File: src/rtl/id_operand_unit_pkg.sv
// -----------------------------------------------------------------------------
// id_operand_unit_pkg
// Shared definitions for the decode-stage operand resolution unit:
//   - default word / register-index widths used by the unit and its interface
//   - scoreboard counter width, sized for the largest allowed load latency (7)
//   - operand source selector used by the forwarding mux
//   - scoreboard counter step helper
// No ports (package).
// -----------------------------------------------------------------------------
package id_operand_unit_pkg;

    localparam int WORD_W_DEF    = 32;
    localparam int REG_IDX_W_DEF = 5;
    localparam int NUM_RD_DEF    = 2;
    localparam int NUM_FWD_DEF   = 3;
    localparam int LOAD_LAT_DEF  = 1;

    // Three bits hold any load latency from 1 to 7.
    localparam int SB_CNT_W     = 3;
    localparam int LOAD_LAT_MAX = (1 << SB_CNT_W) - 1;

    typedef enum logic [1:0] {
        OP_ZERO = 2'd0,
        OP_FWD  = 2'd1,
        OP_RF   = 2'd2
    } op_src_e;

    // Counters saturate at zero: an idle register stays idle.
    function automatic logic [SB_CNT_W-1:0] sb_next(input logic [SB_CNT_W-1:0] cnt);
        return (cnt == '0) ? '0 : cnt - 1'b1;
    endfunction

endpackage

File: src/rtl/id_operand_unit_if.sv
// -----------------------------------------------------------------------------
// id_operand_unit_if
// Bundles the decode-side request (source operands, register-file data,
// forwarding buses, load information) and the execute-side response
// (stall, registered operands) of id_operand_unit.
//   master : decode/pipeline side, drives i_* and observes o_*
//   slave  : id_operand_unit, consumes i_* and drives o_*
// Signals:
//   i_valid, i_rd_en[NUM_RD], i_rd_reg[NUM_RD*REG_IDX_W], i_rf_data[NUM_RD*WORD_W]
//   i_fwd_valid[NUM_FWD], i_fwd_reg[NUM_FWD*REG_IDX_W], i_fwd_data[NUM_FWD*WORD_W]
//   i_is_load, i_dest_reg[REG_IDX_W]
//   o_stall, o_valid, o_data[NUM_RD*WORD_W]
// -----------------------------------------------------------------------------
interface id_operand_unit_if
    import id_operand_unit_pkg::*;
#(
    parameter int WORD_W    = WORD_W_DEF,
    parameter int REG_IDX_W = REG_IDX_W_DEF,
    parameter int NUM_RD    = NUM_RD_DEF,
    parameter int NUM_FWD   = NUM_FWD_DEF
);

    logic                           i_valid;
    logic [NUM_RD-1:0]              i_rd_en;
    logic [NUM_RD*REG_IDX_W-1:0]    i_rd_reg;
    logic [NUM_RD*WORD_W-1:0]       i_rf_data;
    logic [NUM_FWD-1:0]             i_fwd_valid;
    logic [NUM_FWD*REG_IDX_W-1:0]   i_fwd_reg;
    logic [NUM_FWD*WORD_W-1:0]      i_fwd_data;
    logic                           i_is_load;
    logic [REG_IDX_W-1:0]           i_dest_reg;
    logic                           o_stall;
    logic                           o_valid;
    logic [NUM_RD*WORD_W-1:0]       o_data;

    modport master (
        output i_valid, i_rd_en, i_rd_reg, i_rf_data,
               i_fwd_valid, i_fwd_reg, i_fwd_data, i_is_load, i_dest_reg,
        input  o_stall, o_valid, o_data
    );

    modport slave (
        input  i_valid, i_rd_en, i_rd_reg, i_rf_data,
               i_fwd_valid, i_fwd_reg, i_fwd_data, i_is_load, i_dest_reg,
        output o_stall, o_valid, o_data
    );

endinterface

File: src/rtl/id_operand_unit_fwd_mux.sv
// -----------------------------------------------------------------------------
// id_fwd_mux
// Combinational priority forwarding mux for one source operand.
// Ports:
//   i_reg        source register index
//   i_en         operand is a register (otherwise the result is zero)
//   i_rf_data    register-file read data for this operand
//   i_fwd_valid  per forwarding source: writes a register this cycle
//   i_fwd_reg    packed forwarding destinations
//   i_fwd_data   packed forwarding data
//   o_data       resolved operand word
// Source 0 is the youngest producer and wins over older ones.
// -----------------------------------------------------------------------------
module id_fwd_mux
    import id_operand_unit_pkg::*;
#(
    parameter int WORD_W    = WORD_W_DEF,
    parameter int REG_IDX_W = REG_IDX_W_DEF,
    parameter int NUM_FWD   = NUM_FWD_DEF
) (
    input  logic [REG_IDX_W-1:0]         i_reg,
    input  logic                         i_en,
    input  logic [WORD_W-1:0]            i_rf_data,
    input  logic [NUM_FWD-1:0]           i_fwd_valid,
    input  logic [NUM_FWD*REG_IDX_W-1:0] i_fwd_reg,
    input  logic [NUM_FWD*WORD_W-1:0]    i_fwd_data,
    output logic [WORD_W-1:0]            o_data
);

    op_src_e             w_src;
    logic [WORD_W-1:0]   w_fwd_word;

    always_comb begin
        w_src      = OP_RF;
        w_fwd_word = '0;
        // Scan oldest to youngest so the lowest matching index is the last
        // assignment and therefore wins.
        for (int f = NUM_FWD - 1; f >= 0; f--) begin
            if (i_fwd_valid[f] && (i_fwd_reg[f*REG_IDX_W +: REG_IDX_W] == i_reg)) begin
                w_src      = OP_FWD;
                w_fwd_word = i_fwd_data[f*WORD_W +: WORD_W];
            end
        end
        // x0 reads and non-register operands are zero; this also keeps a
        // producer that "writes" x0 from ever matching.
        if (!i_en || (i_reg == '0)) begin
            w_src = OP_ZERO;
        end
    end

    always_comb begin
        case (w_src)
            OP_FWD:  o_data = w_fwd_word;
            OP_RF:   o_data = i_rf_data;
            default: o_data = '0;
        endcase
    end

endmodule

File: src/rtl/id_operand_unit.sv
// -----------------------------------------------------------------------------
// id_operand_unit
// Decode-stage operand resolution: each of NUM_RD source operands is resolved
// through a priority forwarding network (falling back to register-file data),
// a per-register load-latency scoreboard detects load-use hazards that cannot
// be forwarded yet and raises a combinational stall, and accepted operands are
// registered for execute one cycle later.
// Ports:
//   clk   clock
//   clr   synchronous active-high reset / flush
//   bus   id_operand_unit_if.slave (request inputs, o_stall/o_valid/o_data)
// LOAD_LAT must lie in 1..7 (scoreboard counter width is 3 bits).
// -----------------------------------------------------------------------------
module id_operand_unit
    import id_operand_unit_pkg::*;
#(
    parameter int WORD_W    = WORD_W_DEF,
    parameter int REG_IDX_W = REG_IDX_W_DEF,
    parameter int NUM_RD    = NUM_RD_DEF,
    parameter int NUM_FWD   = NUM_FWD_DEF,
    parameter int LOAD_LAT  = LOAD_LAT_DEF
) (
    input logic              clk,
    input logic              clr,
    id_operand_unit_if.slave bus
);

    localparam int                  NUM_REGS = 1 << REG_IDX_W;
    localparam logic [SB_CNT_W-1:0] LAT_CNT  = SB_CNT_W'(LOAD_LAT);

    logic [SB_CNT_W-1:0]        r_sb_cnt [NUM_REGS];
    logic                       w_hazard;
    logic                       w_stall;
    logic                       w_accept;
    logic                       w_load_issue;
    logic [NUM_RD*WORD_W-1:0]   w_operand;
    logic                       r_vld_p1;
    logic [NUM_RD*WORD_W-1:0]   r_data_p1;

    // ---- p0: decode-cycle resolution and hazard detection ----
    for (genvar p = 0; p < NUM_RD; p++) begin : g_port
        id_fwd_mux #(
            .WORD_W    (WORD_W),
            .REG_IDX_W (REG_IDX_W),
            .NUM_FWD   (NUM_FWD)
        ) u_fwd_mux (
            .i_reg       (bus.i_rd_reg[p*REG_IDX_W +: REG_IDX_W]),
            .i_en        (bus.i_rd_en[p]),
            .i_rf_data   (bus.i_rf_data[p*WORD_W +: WORD_W]),
            .i_fwd_valid (bus.i_fwd_valid),
            .i_fwd_reg   (bus.i_fwd_reg),
            .i_fwd_data  (bus.i_fwd_data),
            .o_data      (w_operand[p*WORD_W +: WORD_W])
        );
    end

    // Several ports hitting the same busy register still yield one stall;
    // the scoreboard is only read here, never written per port.
    always_comb begin
        w_hazard = 1'b0;
        for (int p = 0; p < NUM_RD; p++) begin
            if (bus.i_rd_en[p]
                && (bus.i_rd_reg[p*REG_IDX_W +: REG_IDX_W] != '0)
                && (r_sb_cnt[bus.i_rd_reg[p*REG_IDX_W +: REG_IDX_W]] != '0)) begin
                w_hazard = 1'b1;
            end
        end
    end

    assign w_stall      = bus.i_valid && w_hazard;
    assign w_accept     = bus.i_valid && !w_stall;
    assign w_load_issue = w_accept && bus.i_is_load && (bus.i_dest_reg != '0);
    assign bus.o_stall  = w_stall;

    // A newly accepted load reloads its counter even if it was about to
    // expire this cycle; a stalled load leaves the scoreboard untouched.
    always_ff @(posedge clk) begin
        if (clr) begin
            for (int r = 0; r < NUM_REGS; r++) begin
                r_sb_cnt[r] <= '0;
            end
        end else begin
            for (int r = 0; r < NUM_REGS; r++) begin
                if (w_load_issue && (bus.i_dest_reg == REG_IDX_W'(r))) begin
                    r_sb_cnt[r] <= LAT_CNT;
                end else begin
                    r_sb_cnt[r] <= sb_next(r_sb_cnt[r]);
                end
            end
        end
    end

    // ---- p1: operands registered for execute ----
    // A stall or empty slot inserts a bubble; the data register keeps its
    // last accepted value.
    always_ff @(posedge clk) begin
        if (clr) begin
            r_vld_p1  <= 1'b0;
            r_data_p1 <= '0;
        end else begin
            r_vld_p1 <= w_accept;
            if (w_accept) begin
                r_data_p1 <= w_operand;
            end
        end
    end

    assign bus.o_valid = r_vld_p1;
    assign bus.o_data  = r_data_p1;

endmodule

File: src/flat_wrapper.sv
// flat-port wrapper written by rule: the top's interface ports become plain ports
module id_operand_unit_flat import id_operand_unit_pkg::*;
#(
    parameter int WORD_W    = WORD_W_DEF,
    parameter int REG_IDX_W = REG_IDX_W_DEF,
    parameter int NUM_RD    = NUM_RD_DEF,
    parameter int NUM_FWD   = NUM_FWD_DEF,
    parameter int LOAD_LAT  = LOAD_LAT_DEF
)
  (clk, clr, bus_i_valid, bus_i_rd_en, bus_i_rd_reg, bus_i_rf_data, bus_i_fwd_valid, bus_i_fwd_reg, bus_i_fwd_data, bus_i_is_load, bus_i_dest_reg, bus_o_stall, bus_o_valid, bus_o_data);
  id_operand_unit_if #(.WORD_W(WORD_W), .REG_IDX_W(REG_IDX_W), .NUM_RD(NUM_RD), .NUM_FWD(NUM_FWD)) bus_i ();
  input logic clk;
  input logic clr;
  input wire logic [$bits(bus_i.i_valid)-1:0] bus_i_valid;
  input wire logic [$bits(bus_i.i_rd_en)-1:0] bus_i_rd_en;
  input wire logic [$bits(bus_i.i_rd_reg)-1:0] bus_i_rd_reg;
  input wire logic [$bits(bus_i.i_rf_data)-1:0] bus_i_rf_data;
  input wire logic [$bits(bus_i.i_fwd_valid)-1:0] bus_i_fwd_valid;
  input wire logic [$bits(bus_i.i_fwd_reg)-1:0] bus_i_fwd_reg;
  input wire logic [$bits(bus_i.i_fwd_data)-1:0] bus_i_fwd_data;
  input wire logic [$bits(bus_i.i_is_load)-1:0] bus_i_is_load;
  input wire logic [$bits(bus_i.i_dest_reg)-1:0] bus_i_dest_reg;
  output wire logic [$bits(bus_i.o_stall)-1:0] bus_o_stall;
  output wire logic [$bits(bus_i.o_valid)-1:0] bus_o_valid;
  output wire logic [$bits(bus_i.o_data)-1:0] bus_o_data;
  assign bus_i.i_valid = bus_i_valid;
  assign bus_i.i_rd_en = bus_i_rd_en;
  assign bus_i.i_rd_reg = bus_i_rd_reg;
  assign bus_i.i_rf_data = bus_i_rf_data;
  assign bus_i.i_fwd_valid = bus_i_fwd_valid;
  assign bus_i.i_fwd_reg = bus_i_fwd_reg;
  assign bus_i.i_fwd_data = bus_i_fwd_data;
  assign bus_i.i_is_load = bus_i_is_load;
  assign bus_i.i_dest_reg = bus_i_dest_reg;
  assign bus_o_stall = bus_i.o_stall;
  assign bus_o_valid = bus_i.o_valid;
  assign bus_o_data = bus_i.o_data;
  id_operand_unit #(.WORD_W(WORD_W), .REG_IDX_W(REG_IDX_W), .NUM_RD(NUM_RD), .NUM_FWD(NUM_FWD), .LOAD_LAT(LOAD_LAT)) u_core (.clk(clk), .clr(clr), .bus(bus_i));
endmodule
File: config.mk
export PLATFORM = sky130hd
export DESIGN_NAME = id_operand_unit_flat
export DESIGN_NICKNAME = d
export VERILOG_FILES = /design/src/rtl/id_operand_unit_pkg.sv /design/src/rtl/id_operand_unit_if.sv /design/src/rtl/id_operand_unit_fwd_mux.sv /design/src/rtl/id_operand_unit.sv /design/src/flat_wrapper.sv
export SDC_FILE = /design/constraint.sdc
export NUM_CORES = 1
export LEC_CHECK = 0
export CORE_ASPECT_RATIO = 1.1
export CORE_UTILIZATION = 40
export DETAILED_ROUTE_END_ITERATION = 7
export PLACE_DENSITY = 0.69
export RECOVER_POWER = 25
export SLEW_MARGIN = 25
export SYNTH_ARGS = -nofsm -noshare
export SYNTH_HDL_FRONTEND = slang
export SYNTH_SLANG_ARGS = --single-unit
File: constraint.sdc
create_clock -name clk -period 3.61 [get_ports clk]
set_clock_uncertainty 0.15 [all_clocks]
set_input_delay 0.361 -clock clk [delete_from_list [all_inputs] [get_ports clk]]
set_output_delay 0.361 -clock clk [all_outputs]
set_load 0.01 [all_outputs]
==> results.sh <==
export IMPL_yosys_most_used_dff="edfxtp_1"
export IMPL_outcome="completed"
export IMPL_holdWs_ns=0.312
export IMPL_dieArea_mm2=0.0298
export IMPL_initial_core_util=0.406
export IMPL_busiest_layer="met2"
export IMPL_worstHoldStart="u_core.bus.o_data[14]"
export IMPL_met2_usage=0.528
export IMPL_async_reset_ff_frac=0
export IMPL_clk_path_buf_depth=2
export IMPL_fin_setup_tns_ns=0
export IMPL_cp_start_kind="input pin"
export IMPL_drt_pass1_iterations=5
export IMPL_io_pins=265
export IMPL_cp_common_cell="clkdlybuf4s50_1"
export IMPL_critical_path_top_delay_family="buffers and inverters"
export IMPL_die_x_um=165
export IMPL_fin_nets=1980
export IMPL_cts_clk_slew_worst_paths_ns=0.06
export IMPL_grt_max_degree=70
export IMPL_leakage_uw=0.00611
export IMPL_synth_edf_count=96
export IMPL_num_rows=65
export IMPL_layout_min_cycle_time_ns=3.47
export IMPL_max_stage_delay_ns=0.48
export IMPL_fin_crit_sh=0.961
export IMPL_ys_warn_count=0
export IMPL_use_met1=0.384
export IMPL_vdd_drop_max_uv=285
export IMPL_grt_pass1_vias=12300
export IMPL_timing_final_hold_violations=0
export IMPL_dr_first_iter_drc_count=1801
export IMPL_cts_num_sinks=161
export IMPL_fin_util=0.554
export IMPL_slowest_stage="clkdlybuf4s50_1"
export IMPL_multi_input_area_mm2=0.00679
export IMPL_routedWlPerCell_um=22.0
export IMPL_antenna_found_initial=5
export IMPL_drc=0
export IMPL_num_fill_cells=2660
export IMPL_cts_max_level=4
export IMPL_powerDensity_mw_per_mm2=331
export IMPL_drive_gt1_frac=0.0863
export IMPL_syn_instance_count=1392
export IMPL_grt_setup_unrepaired="false"
export IMPL_gp_congestion=1.01
export IMPL_netlist_area_mm2=0.0117
export IMPL_grt_overflow=0
export IMPL_synth_seq_cells=161
export IMPL_cts_root_buffer="clkbuf_16"
export IMPL_drt_total_wl_um=46100
export IMPL_arrival_ns=2.96
export IMPL_grt_pass1_wl_um=69800
export IMPL_tritoncts="done"
export IMPL_seqCellArea_mm2=0.00418
export IMPL_vias_per_cell=5.97
export IMPL_cp_cell_sequence="clkdlybuf4s50_1 -> buf_12 -> buf_4 -> nor4_2 -> a211oi_1 -> nor4_1 -> nand3b_1 -> o2111a_1 -> o21a_1 -> clkdlybuf4s50_1"
export IMPL_synthTopCellsByCount="o21ai_0 (174), inv_1 (137), nor3_1 (115)"
export IMPL_synth_area_leaders="edfxtp_1 (25%), dfxtp_1 (11%), o21ai_0 (7.5%), ha_1 (7.3%), a311oi_1 (7.1%)"
export IMPL_via_count=12500
export IMPL_avgSynthCellArea_um2=8.38
export IMPL_grt_use_met3=0.0654
export IMPL_critPathLaunch="bus_i_rd_reg[6]"
export IMPL_cts_buffers_inserted=17
export IMPL_syn_to_final_growth_pct=36.5
export IMPL_coreArea_mm2=0.0287
export IMPL_path_max_fanout=24
export IMPL_synth_cell_types=51
export IMPL_ant_nets=0
export IMPL_cp_end_kind="output pin"
export IMPL_dp_hpwl_um=34200
export IMPL_timing_fmax_mhz=288
export IMPL_synth_seq_area_share=0.359
export IMPL_synth_top_cell_area_share=0.247
export IMPL_hold_class="reg2reg"
export IMPL_synth_most_common_cell="o21ai_0"
export IMPL_maxCapViolCount=0
export IMPL_worst_skew_pair_late_latency_ns=0.43
export IMPL_track_usage=0.309
export IMPL_hold_buffers=0
export IMPL_tightest_slew_ns=0.786
export IMPL_path_buf_inv=4
export IMPL_rr_startpoint="u_core.r_sb_cnt[6][0]"
export IMPL_setup_viol=0
export IMPL_max_slew_margin=0.472
export IMPL_slew_violations=0
export IMPL_die_h_um=181
export IMPL_required_ns=3.10
export IMPL_numPortBuffers=264
export IMPL_worstSetupPathType="in2out"
export IMPL_synth_top_area_cell="edfxtp_1"
worst reg2reg max path, stage by stage, from the launching register on:
cell	delay (ns)
edfxtp_1	0.42
nor3_1	0.40
a21oi_1	0.12
mux4_2	0.49
o31ai_2	0.27
buf_4	0.18
o41ai_4	0.07
nor4_1	0.39
buf_4	0.19
nor4_1	0.05
sequential cells by signal (all words and copies together), names as in the netlist:
| signal | cells |
|---|---|
| u_core.r_sb_cnt | 96 |
| u_core.bus.o_data | 64 |
| u_core.bus.o_valid | 1 |
final timing paths:
kind	endpoint	slack [ns]	cells after the start
min reg2reg	u_core.bus.o_data[14]	0.31	2
max reg2reg	u_core.r_sb_cnt[17][1]	0.58	9
max	bus_o_stall	0.14	10
min	u_core.bus.o_data[14]	0.31	2
metrics by stage:
step	power, uW	cell area (um2)	std cells	setup WS [ns]
floorplan	2860	12000	1487	0.375
global placement	3480	15300	2062	0.0589
detailed placement	3510	15300	2062	0.0246
CTS	5260	15900	2094	0.0261
global route	5480	15900	2094	0.0149
finish	5260	15900	2095	0.139
power by group:
part           switching (uW)  internal [uW]
Combinational             717            600
Clock                     815            955
Sequential               90.7           2090
timing repair:
item                                    4_1_cts  5_1_grt
endpoints found under the setup margin        0        1
resized for setup                             0        6
buffers inserted                              0        0
placed cells by master, fill, tap and decap left out, types with 71 or more instances in the layout:
cell	n
nand2b_1	73
clkdlybuf4s50_1	209
inv_1	138
o21ai_0	174
conb_1	96
a311oi_1	94
edfxtp_1	96
nor3_1	115
nand2_1	83
nand4_1	71
logic make-up after synthesis:
family	after synthesis	synth area share
AO/OA/AOI/OAI	398	0.226
XOR/XNOR	30	0.0225
adder cells (fa/ha/maj)	68	0.0730
multiplexers	8	0.0133
AND/OR/NAND/NOR	461	0.213
other	1	0.000322
buffers and inverters	265	0.0930
flip-flops	161	0.359
cell type report:
class	instances	share of cell area
diodes	1	0.000157
clock buffers	20	0.0294
well taps	368	0.0289
multi-input cells	1061	0.427
inverters	137	0.0323
flip-flops and latches	161	0.263
clock inverters	12	0.00597
repair buffers	335	0.214
per-layer routing:
metal | routed length [um] | part of all wire
met1 | 17700 | 0.38
met3 | 4390 | 0.095
met5 | 61 | 0.0013
met4 | 1440 | 0.031
met2 | 22500 | 0.49
Note: power is estimated with default switching activity, not from simulation.
